**config.mk**
```make
export PLATFORM = sky130hd
export DESIGN_NAME = fifo_burst_reader_flat
export DESIGN_NICKNAME = d
export VERILOG_FILES = /design/src/rtl/fifo_burst_reader_if.sv /design/src/rtl/fifo_burst_reader.sv /design/src/flat_wrapper.sv
export SDC_FILE = /design/constraint.sdc
export NUM_CORES = 1
export LEC_CHECK = 0
export CORE_ASPECT_RATIO = 1.5
export CORE_UTILIZATION = 45
export DETAILED_ROUTE_END_ITERATION = 10
export PLACE_DENSITY = 0.76
export REMOVE_ABC_BUFFERS = 1
export SLEW_MARGIN = 20
export SYNTH_ARGS = -nofsm -noshare
export SYNTH_HDL_FRONTEND = slang
export SYNTH_SLANG_ARGS = --single-unit
```
**constraint.sdc**
```tcl
create_clock -name clk -period 2.3 [get_ports clk]
set_clock_uncertainty 0.2 [all_clocks]
set_input_delay 0.23 -clock clk [delete_from_list [all_inputs] [get_ports clk]]
set_output_delay 0.23 -clock clk [all_outputs]
set_load 0.1 [all_outputs]
```
**src/rtl/fifo_burst_reader_if.sv**
```systemverilog
// Valid/ready burst stream leaving fifo_burst_reader: data, valid and last flow
// from master to slave, and ready flows back.
interface fifo_burst_reader_if #(
  parameter int WIDTH = 64
);
  logic [WIDTH-1:0] m_data;
  logic             m_valid;
  logic             m_last;
  logic             m_ready;

  modport master (output m_data, output m_valid, output m_last, input m_ready);
  modport slave  (input m_data, input m_valid, input m_last, output m_ready);
endinterface

```
**src/rtl/fifo_burst_reader.sv**
```systemverilog
// Read-side stage behind the synchronous FIFO: absorbs its one-cycle read latency and
// re-emits words as fixed-length bursts. Define FIFO_BURST_READER_STATS_EN for beat/burst counters.
module fifo_burst_reader #(
  parameter int WIDTH     = 64,
  parameter int BURST_LEN = 8
) (
  input  logic                clk,
  input  logic                reset,
  input  logic                enable,
  input  logic                fifo_empty,
  input  logic [WIDTH-1:0]    fifo_dout,
  output logic                fifo_ren,
  fifo_burst_reader_if.master m_if,
  output logic                busy
`ifdef FIFO_BURST_READER_STATS_EN
  ,
  output logic [31:0]         beat_count,
  output logic [31:0]         burst_count
`endif
);

  localparam int CNT_W = $clog2(BURST_LEN);
  localparam int SUM_W = CNT_W + 2;
  localparam logic [CNT_W-1:0] LAST_BEAT = CNT_W'(BURST_LEN - 1);

  typedef enum logic [1:0] {
    IDLE  = 2'd0,
    RUN   = 2'd1,
    DRAIN = 2'd2
  } state_t;

  state_t           state_q, state_d;
  logic [1:0]       occ_q, occ_d;
  logic             inflight_q, inflight_d;
  logic [CNT_W-1:0] cnt_q, cnt_d;
  logic [WIDTH-1:0] buf0_q, buf0_d;
  logic [WIDTH-1:0] buf1_q, buf1_d;

  logic             permit;
  logic             valid;
  logic             last;
  logic             pop;
  logic [SUM_W-1:0] pending;
  logic [SUM_W-1:0] need;

  assign valid   = (occ_q != 2'd0);
  assign last    = valid && (cnt_q == LAST_BEAT);
  assign pop     = valid && m_if.m_ready;
  // pending counts words buffered plus the one possibly returning from the FIFO
  assign pending = SUM_W'(occ_q) + SUM_W'(inflight_q);
  assign need    = SUM_W'(BURST_LEN) - SUM_W'(cnt_q);

  assign m_if.m_data  = buf0_q;
  assign m_if.m_valid = valid;
  assign m_if.m_last  = last;
  assign busy         = (state_q != IDLE);

  always_comb begin
    state_d = state_q;
    permit  = 1'b0;
    case (state_q)
      IDLE: begin
        if (enable) state_d = RUN;
        else        state_d = IDLE;
      end
      RUN: begin
        permit = 1'b1;
        if (enable)                                           state_d = RUN;
        else if ((cnt_q == '0) && (pending == SUM_W'(0)))     state_d = IDLE;
        else                                                  state_d = DRAIN;
      end
      DRAIN: begin
        // only fetch what is still missing from the open burst
        permit = (pending < need);
        if (enable)          state_d = RUN;
        else if (pop && last) state_d = IDLE;
        else                  state_d = DRAIN;
      end
      default: begin
        state_d = IDLE;
        permit  = 1'b0;
      end
    endcase
    fifo_ren   = !reset && !fifo_empty && permit && ((pending - SUM_W'(pop)) < SUM_W'(2));
    inflight_d = fifo_ren;
  end

  always_comb begin
    occ_d  = occ_q;
    buf0_d = buf0_q;
    buf1_d = buf1_q;
    case ({inflight_q, pop})
      2'b10: begin
        occ_d = occ_q + 2'd1;
        if (occ_q == 2'd0) buf0_d = fifo_dout;
        else               buf1_d = fifo_dout;
      end
      2'b01: begin
        occ_d  = occ_q - 2'd1;
        buf0_d = buf1_q;
      end
      2'b11: begin
        // issue rule keeps occ below 2 here; occ=1 simply replaces the head
        if (occ_q == 2'd1) begin
          buf0_d = fifo_dout;
        end else begin
          buf0_d = buf1_q;
          buf1_d = fifo_dout;
        end
      end
      default: begin
        occ_d = occ_q;
      end
    endcase
    if (pop) cnt_d = (cnt_q == LAST_BEAT) ? '0 : cnt_q + CNT_W'(1);
    else     cnt_d = cnt_q;
  end

  always_ff @(posedge clk) begin
    if (reset) begin
      state_q    <= IDLE;
      occ_q      <= 2'd0;
      inflight_q <= 1'b0;
      cnt_q      <= '0;
      buf0_q     <= '0;
      buf1_q     <= '0;
    end else begin
      state_q    <= state_d;
      occ_q      <= occ_d;
      inflight_q <= inflight_d;
      cnt_q      <= cnt_d;
      buf0_q     <= buf0_d;
      buf1_q     <= buf1_d;
    end
  end

`ifdef FIFO_BURST_READER_STATS_EN
  logic [31:0] beat_count_q, beat_count_d;
  logic [31:0] burst_count_q, burst_count_d;

  always_comb begin
    if (pop) beat_count_d = beat_count_q + 32'd1;
    else     beat_count_d = beat_count_q;
    if (pop && last) burst_count_d = burst_count_q + 32'd1;
    else             burst_count_d = burst_count_q;
  end

  always_ff @(posedge clk) begin
    if (reset) begin
      beat_count_q  <= 32'd0;
      burst_count_q <= 32'd0;
    end else begin
      beat_count_q  <= beat_count_d;
      burst_count_q <= burst_count_d;
    end
  end

  assign beat_count  = beat_count_q;
  assign burst_count = burst_count_q;
`endif

endmodule

```
**src/flat_wrapper.sv**
```systemverilog
// flat-port wrapper written by rule: the top's interface ports become plain ports
module fifo_burst_reader_flat 
#(
  parameter int WIDTH     = 64,
  parameter int BURST_LEN = 8
)
  (clk, reset, enable, fifo_empty, fifo_dout, fifo_ren, busy, m_if_m_data, m_if_m_valid, m_if_m_last, m_if_m_ready);
  fifo_burst_reader_if #(.WIDTH(WIDTH)) m_if_i ();
  input  logic clk;
  input  logic reset;
  input  logic enable;
  input  logic fifo_empty;
  input  logic [WIDTH-1:0] fifo_dout;
  output logic fifo_ren;
  output logic busy;
  output wire logic [$bits(m_if_i.m_data)-1:0] m_if_m_data;
  output wire logic [$bits(m_if_i.m_valid)-1:0] m_if_m_valid;
  output wire logic [$bits(m_if_i.m_last)-1:0] m_if_m_last;
  input wire logic [$bits(m_if_i.m_ready)-1:0] m_if_m_ready;
  assign m_if_m_data = m_if_i.m_data;
  assign m_if_m_valid = m_if_i.m_valid;
  assign m_if_m_last = m_if_i.m_last;
  assign m_if_i.m_ready = m_if_m_ready;
  fifo_burst_reader #(.WIDTH(WIDTH), .BURST_LEN(BURST_LEN)) u_core (.clk(clk), .reset(reset), .enable(enable), .fifo_empty(fifo_empty), .fifo_dout(fifo_dout), .fifo_ren(fifo_ren), .m_if(m_if_i), .busy(busy));
endmodule
```
Word level (Yosys, flattened, before mapping)
Index checks and enable logic that the tools add are counted.
{ "totals": {"regBits": 136, "input_bits": 69} }
{ "classes": {"addsub": 6, "eq_ne": 10, "magnitude_cmp": 2, "reduce_logical": 20, "n_mux": 15} }
{ "op_table": {"columns": ["cell", "count"], "rows": [
  ["64-bit two-way mux", 4],
  ["64-bit case mux with 3 select lines", 1],
  ["64-bit case mux with 2 select lines", 1],
  ["2-bit two-way mux", 4],
  ["2-bit nonzero test", 4],
  ["1-bit logical AND", 7],
  ["2-bit by 1-bit equality test with 1-bit output (second input constant)", 3],
  ["2-bit equality test (second input constant)", 3],
  ["2-bit case mux with 3 select lines", 1],
  ["5-bit logical NOT", 1],
  ["5-bit by 2-bit less-than comparator with 1-bit output (second input constant)", 1],
  ["5-bit less-than comparator", 1],
  ["4-bit by 3-bit subtractor with 5-bit output (first input constant)", 1],
  ["5-bit by 1-bit subtractor with 5-bit output", 1],
  ["2-bit logical NOT", 2],
  ["2-bit inequality test (second input constant)", 2],
  ["2-bit case mux with 2 select lines", 1],
  ["2-bit by 1-bit adder with 3-bit output", 1],
  ["3-bit by 1-bit adder with 3-bit output (second input constant)", 1],
  ["3-bit equality test (second input constant)", 1],
  ["3-bit logical NOT", 1],
  ["3-bit two-way mux", 1],
  ["3-bit AND reduction", 1],
  ["3-bit nonzero test", 1],
  ["other kinds (7)", 8]
]} }

Depth between registers and ports, before layout
{ "depth": {"ltp_word": 6, "mapped_depth": 12, "ltp_nobuf": 9} }

Least setup slack after synthesis
Ideal clock, no wire load.
{ "synth_path": {"kind": "register to output", "start": "register u_core.occ_q[1]", "end": "output fifo_ren", "path_buffers": 1, "arrival_time_ns": 3.879, "path_slack_ns": -2.009, "path_stages_with_launch": 11, "required_ns": 1.870, "path_cell_list": "dfxtp_1 -> inv_1 -> ha_1 -> nand2b_1 -> buf_4 -> nor2_1 -> ha_1 -> ha_1 -> nor3_1 -> nand3_1 -> a211oi_1"} }
{ "synth_between": {"elab_chain_len": 5, "word_cells_on_any_way": 9, "cone_classes": "add/sub: 2; order compare: 2; mux: 1; reduce/logical: 4"} }
{ "synth_rtl": {"columns": ["item", "line_no", "rtl"], "rows": [
  ["start, declared", "fifo_burst_reader.sv:33", "logic [1:0] occ_q, occ_d;"],
  ["start signal, assigned", "fifo_burst_reader.sv:122", "occ_q <= 2'd0;"],
  ["start signal, assigned", "fifo_burst_reader.sv:129", "occ_q <= occ_d;"],
  ["parallel branches: the longest is 4 deep, another holds 5-bit by 1-bit subtractor with 5-bit output", null, null],
  ["1-bit logical AND *", "fifo_burst_reader.sv:84", "fifo_ren = !reset && !fifo_empty && permit && ((pending - SUM_W'(pop)) < SUM_W'(2));"],
  ["end, declared", "flat_wrapper.sv:14", "output logic fifo_ren;"]
]} }
Mark *: on every way between the ends.

Worst setup path in the final report
{ "layout_path": {"start": "register u_core.occ_q[0]", "end": "output fifo_ren"} }
Same word-level chain as after synthesis.

==> metrics.txt <==
# TYPE chip_impl_metric gauge
chip_impl_info{name="outcome",value="finished with violations"} 1
chip_impl_info{name="failed_checks",value="negative setup slack"} 1
chip_impl_metric{name="ys_types",unit=""} 30
chip_impl_metric{name="num-fill-cells",unit=""} 861
chip_impl_metric{name="timing.slew.headroom",unit="%"} 50.1
chip_impl_metric{name="initialDrtViolationCount",unit=""} 316
chip_impl_info{name="reg2reg_to",value="u_core.inflight_q"} 1
chip_impl_info{name="crit-reg2reg-launch",value="u_core.occ_q[0]"} 1
chip_impl_info{name="timing.hold.worst_endpoint",value="u_core.cnt_q[0]"} 1
chip_impl_metric{name="dieWidth",unit="µm"} 94.4
chip_impl_metric{name="detailed_place_hpwl",unit="µm"} 10400
chip_impl_metric{name="place.gp.congestion",unit=""} 0.868
chip_impl_info{name="cp_common_cell",value="sky130_fd_sc_hd__ha_4"} 1
chip_impl_metric{name="dieArea",unit="µm²"} 13300
chip_impl_metric{name="post_synth_instance_area",unit="µm²"} 5770
chip_impl_metric{name="dpl-instance-area",unit="µm²"} 7400
chip_impl_metric{name="clock.fmax",unit="GHz"} 0.351
chip_impl_metric{name="top_level_i_o_count",unit=""} 137
chip_impl_metric{name="cts.hold.buffers_added",unit=""} 0
chip_impl_metric{name="globalRouteTotalUtil",unit="%"} 25.1
chip_impl_info{name="cp_cell_sequence",value="ha_4 > inv_4 > ha_4 > inv_4 > ha_4 > ha_4 > nor3_4 > nand3_2 > a211oi_2 > buf_4 > buf_12"} 1
chip_impl_metric{name="syn_inst",unit=""} 657
chip_impl_metric{name="crit_required",unit="ns"} 1.87
chip_impl_info{name="synth_top_flop_cell",value="sky130_fd_sc_hd__dfxtp_1"} 1
chip_impl_metric{name="grt_max_degree",unit=""} 136
chip_impl_info{name="mostFrequentLayoutCells",value="sky130_fd_sc_hd__nand2_1 (133), sky130_fd_sc_hd__dfxtp_1 (131), sky130_fd_sc_hd__buf_4 (99), sky130_fd_sc_hd__nor2_1 (72), sky130_fd_sc_hd__clkdlybuf4s50_1 (67)"} 1
chip_impl_metric{name="floorplan.initialDensity",unit="%"} 46.1
chip_impl_metric{name="layout_min_cycle_time",unit="ns"} 2.84
chip_impl_metric{name="finalSetupViolations",unit=""} 5
chip_impl_metric{name="multi_input_area",unit="µm²"} 3670
chip_impl_metric{name="fin_area",unit="µm²"} 9190
chip_impl_metric{name="synth_edf_count",unit=""} 0
chip_impl_metric{name="power_per_cell_area",unit="nW/µm²"} 1330
chip_impl_metric{name="yosys_register_bits",unit=""} 136
chip_impl_metric{name="std_cell_rows",unit=""} 50
chip_impl_metric{name="detail_route.wl_per_cell",unit="µm"} 18.9
chip_impl_metric{name="synth.top_cell.area_share",unit="%"} 47.2
chip_impl_metric{name="async_reset_ff_share",unit="%"} 0
chip_impl_info{name="cp-start-kind",value="register"} 1
chip_impl_metric{name="timing.critical_path.arrival",unit="ns"} 2.41
chip_impl_metric{name="syn_to_final_growth",unit="%"} 59.4
chip_impl_metric{name="place_inst",unit=""} 929
chip_impl_metric{name="timing.reg2reg.worst_path_depth",unit=""} 16
chip_impl_metric{name="avgViaCountPerCell",unit=""} 5.76
chip_impl_metric{name="warnings_from_yosys",unit=""} 0
chip_impl_metric{name="hold_viol",unit=""} 0
chip_impl_info{name="cell_with_the_largest_stage_delay_on_the_worst_path",value="sky130_fd_sc_hd__dfxtp_4"} 1
chip_impl_metric{name="leakage_power",unit="nW"} 3.40
chip_impl_info{name="hp-start",value="reset"} 1
chip_impl_metric{name="fin_crit_sh",unit="%"} 124
chip_impl_metric{name="tritoncts_num_sinks",unit=""} 136
chip_impl_metric{name="h-tree-depth",unit=""} 4
chip_impl_metric{name="timing_worst_slew_pin_value",unit="ns"} 0.748
chip_impl_metric{name="grt.overflow.total",unit=""} 0
chip_impl_metric{name="nNetsFinal",unit=""} 903
chip_impl_info{name="post-synth-top-area-cell",value="sky130_fd_sc_hd__dfxtp_1"} 1
chip_impl_metric{name="die-height",unit="µm"} 141
chip_impl_info{name="layout.cells.most_common",value="sky130_fd_sc_hd__nand2_1"} 1
chip_impl_metric{name="cpPeakStageDelay",unit="ns"} 0.37
chip_impl_info{name="cts_tree",value="built"} 1
chip_impl_info{name="holdCritPathClass",value="in -> reg"} 1
chip_impl_metric{name="drv_cap",unit=""} 0
chip_impl_metric{name="avgSynthCellArea",unit="µm²"} 8.78
chip_impl_metric{name="cts.reportedPaths.clkPinSlew",unit="ns"} 0.06
chip_impl_metric{name="report.final.slew_viol_count",unit=""} 0
chip_impl_metric{name="postLayoutSetupSlackWorst",unit="ns"} -0.545
chip_impl_metric{name="sequential_cell_area",unit="µm²"} 2730
chip_impl_metric{name="first_pass_iters",unit=""} 5
chip_impl_info{name="synth.area.top_cells",value="sky130_fd_sc_hd__dfxtp_1 (47%), sky130_fd_sc_hd__nor3_2 (10%), sky130_fd_sc_hd__a221oi_1 (9.7%), sky130_fd_sc_hd__nand2_1 (8.7%), sky130_fd_sc_hd__a21oi_1 (5.8%)"} 1
chip_impl_metric{name="clock_insertion_delay_worst_skew",unit="ns"} 0.41
chip_impl_metric{name="final_layout_size_suffix_gt1_share",unit="%"} 38.2
chip_impl_metric{name="antenna_found_initial",unit=""} 0
chip_impl_metric{name="drt-total-wl",unit="µm"} 18600
chip_impl_metric{name="drc",unit=""} 0
chip_impl_info{name="crit_type",value="reg -> out"} 1
chip_impl_metric{name="vias",unit=""} 5655
chip_impl_metric{name="vias_in_the_first_global_route",unit=""} 5485
chip_impl_metric{name="layout.cells.non_filler",unit=""} 981
chip_impl_metric{name="drt.antenna.violating_nets",unit=""} 0
chip_impl_metric{name="hold_path_depth",unit=""} 3
chip_impl_info{name="clock_tree.root_cell",value="sky130_fd_sc_hd__clkbuf_16"} 1
chip_impl_metric{name="seq_area_frac_synth",unit="%"} 47.2
chip_impl_info{name="cp_endpoint_kind",value="primary output"} 1
chip_impl_metric{name="largest_fanout_on_the_critical_path",unit=""} 3
chip_impl_metric{name="insertedDiodeCount",unit=""} 0
chip_impl_metric{name="buffer_ports.inserted",unit=""} 136
chip_impl_metric{name="vdd_drop_max",unit="mV"} 0.901
chip_impl_info{name="rsz_0062_raised_after_global_routing",value="yes"} 1
chip_impl_metric{name="cts_inserted_buffers",unit=""} 17
chip_impl_metric{name="r2r_setup_slack",unit="ns"} -0.49
chip_impl_metric{name="wire_length_of_the_first_global_routing_pass",unit="µm"} 25800
chip_impl_metric{name="design.core.area",unit="µm²"} 12500
chip_impl_metric{name="ctsLongestPathBuffers",unit=""} 2
-- layer usage --
layer	vias up	wire [µm]	GRT usage, %
met2	204	10300	45.7
met4	0	771	14.7
met1	2767	6730	25.8
met5	-	0	0
met3	63	774	5.18
li1	2621	-	-
-- synthesized netlist by cell type, types with 2 or more instances --
cell and number:
sky130_fd_sc_hd__xor2_1 2, sky130_fd_sc_hd__nand2b_1 3, sky130_fd_sc_hd__nor4_1 2, sky130_fd_sc_hd__ha_1 21
sky130_fd_sc_hd__clkbuf_1 46, sky130_fd_sc_hd__nor2_1 72, sky130_fd_sc_hd__dfxtp_1 136, sky130_fd_sc_hd__nor3_1 6
sky130_fd_sc_hd__a211oi_1 4, sky130_fd_sc_hd__nand3_1 2, sky130_fd_sc_hd__a221oi_1 64, sky130_fd_sc_hd__nand2_1 134
sky130_fd_sc_hd__a21oi_1 67, sky130_fd_sc_hd__nor3_2 60, sky130_fd_sc_hd__inv_1 16, sky130_fd_sc_hd__buf_2 6
sky130_fd_sc_hd__o21ai_1 2, sky130_fd_sc_hd__nor4b_1 2
-- registers in the layout, indices dropped and copies added (netlist names) --
register / cells
u_core.state_q: 2
u_core.m_if.m_data: 64
u_core.buf1_q: 64
u_core.cnt_q: 3
u_core.inflight_q: 1
u_core.occ_q: 2
-- critical path: cells and delay by family (launching register included) --
| family | cells | cell delay [ns] |
|---|---|---|
| buffers and inverters | 4 | 0.39 |
| flip-flops | 1 | 0.37 |
| adder cells (fa/ha/maj) | 4 | 0.75 |
| AND/OR/NAND/NOR | 2 | 0.29 |
| AO/OA/AOI/OAI | 1 | 0.21 |
-- how the worst max path moves through the flow --
| stage | endpoint | slack [ns] | startpoint | cells past startpoint |
|---|---|---|---|---|
| 6_report | fifo_ren | -0.54 | u_core.occ_q[0] | 11 |
| 5_1_grt | fifo_ren | -0.64 | u_core.occ_q[0] | 10 |
| 4_1_cts | fifo_ren | -0.53 | u_core.cnt_q[1] | 11 |
| 3_5_place_dp | fifo_ren | -0.30 | u_core.occ_q[0] | 11 |
| 3_3_place_gp | fifo_ren | -0.25 | u_core.occ_q[0] | 11 |
| 2_1_floorplan | fifo_ren | -2.07 | u_core.occ_q[1] | 9 |
-- kinds of logic (layout without fill, tap and decap cells) --
logic type | after synthesis | in the layout | synth area share [%]
compound gates | 143 | 143 | 17.2
simple gates | 283 | 283 | 25.6
buf+inv | 71 | 239 | 4.82
xor+xnor | 2 | 2 | 0.304
flops | 136 | 136 | 47.2
fa+ha+maj | 22 | 22 | 4.90
-- power by group --
| group | switching (W) | internal (W) |
|---|---|---|
| combinational | 0.00460 | 0.00167 |
| sequential | 0.000247 | 0.00276 |
| clock | 0.00103 | 0.00190 |
| total | 0.00587 | 0.00633 |
-- per-stage QoR --
stage | TNS, ns | hold slack [ns] | power [W] | utilization (%) | setup slack [ns]
2_1_floorplan | -247.17 | 0.0991 | 0.00692 | - | -2.07
3_3_place_gp | -11.61 | 0.241 | 0.00833 | 59.2 | -0.246
3_5_place_dp | -16.40 | 0.247 | 0.00843 | 59.2 | -0.300
4_1_cts | -1.02 | 0.185 | 0.0116 | 67.3 | -0.533
5_1_grt | -3.34 | 0.226 | 0.0126 | 73.4 | -0.642
6_report | -1.07 | 0.211 | 0.0122 | 73.4 | -0.545
-- what timing repair did --
action	CTS	global route
gates resized for setup	44	96
buffers inserted	13	5
setup endpoints to repair	129	127
pin swaps	6	13
gates cloned	1	2
-- cell type report --
class / instances / area share [%]
clock inverter: 11 / 1.85
tap: 156 / 2.12
sequential: 136 / 29.7
clock buffer: 21 / 5.12
inverter: 17 / 0.749
timing repair buffer: 190 / 20.5
multi-input combinational: 450 / 39.9
No activity file was read; power rests on OpenSTA's default activity.
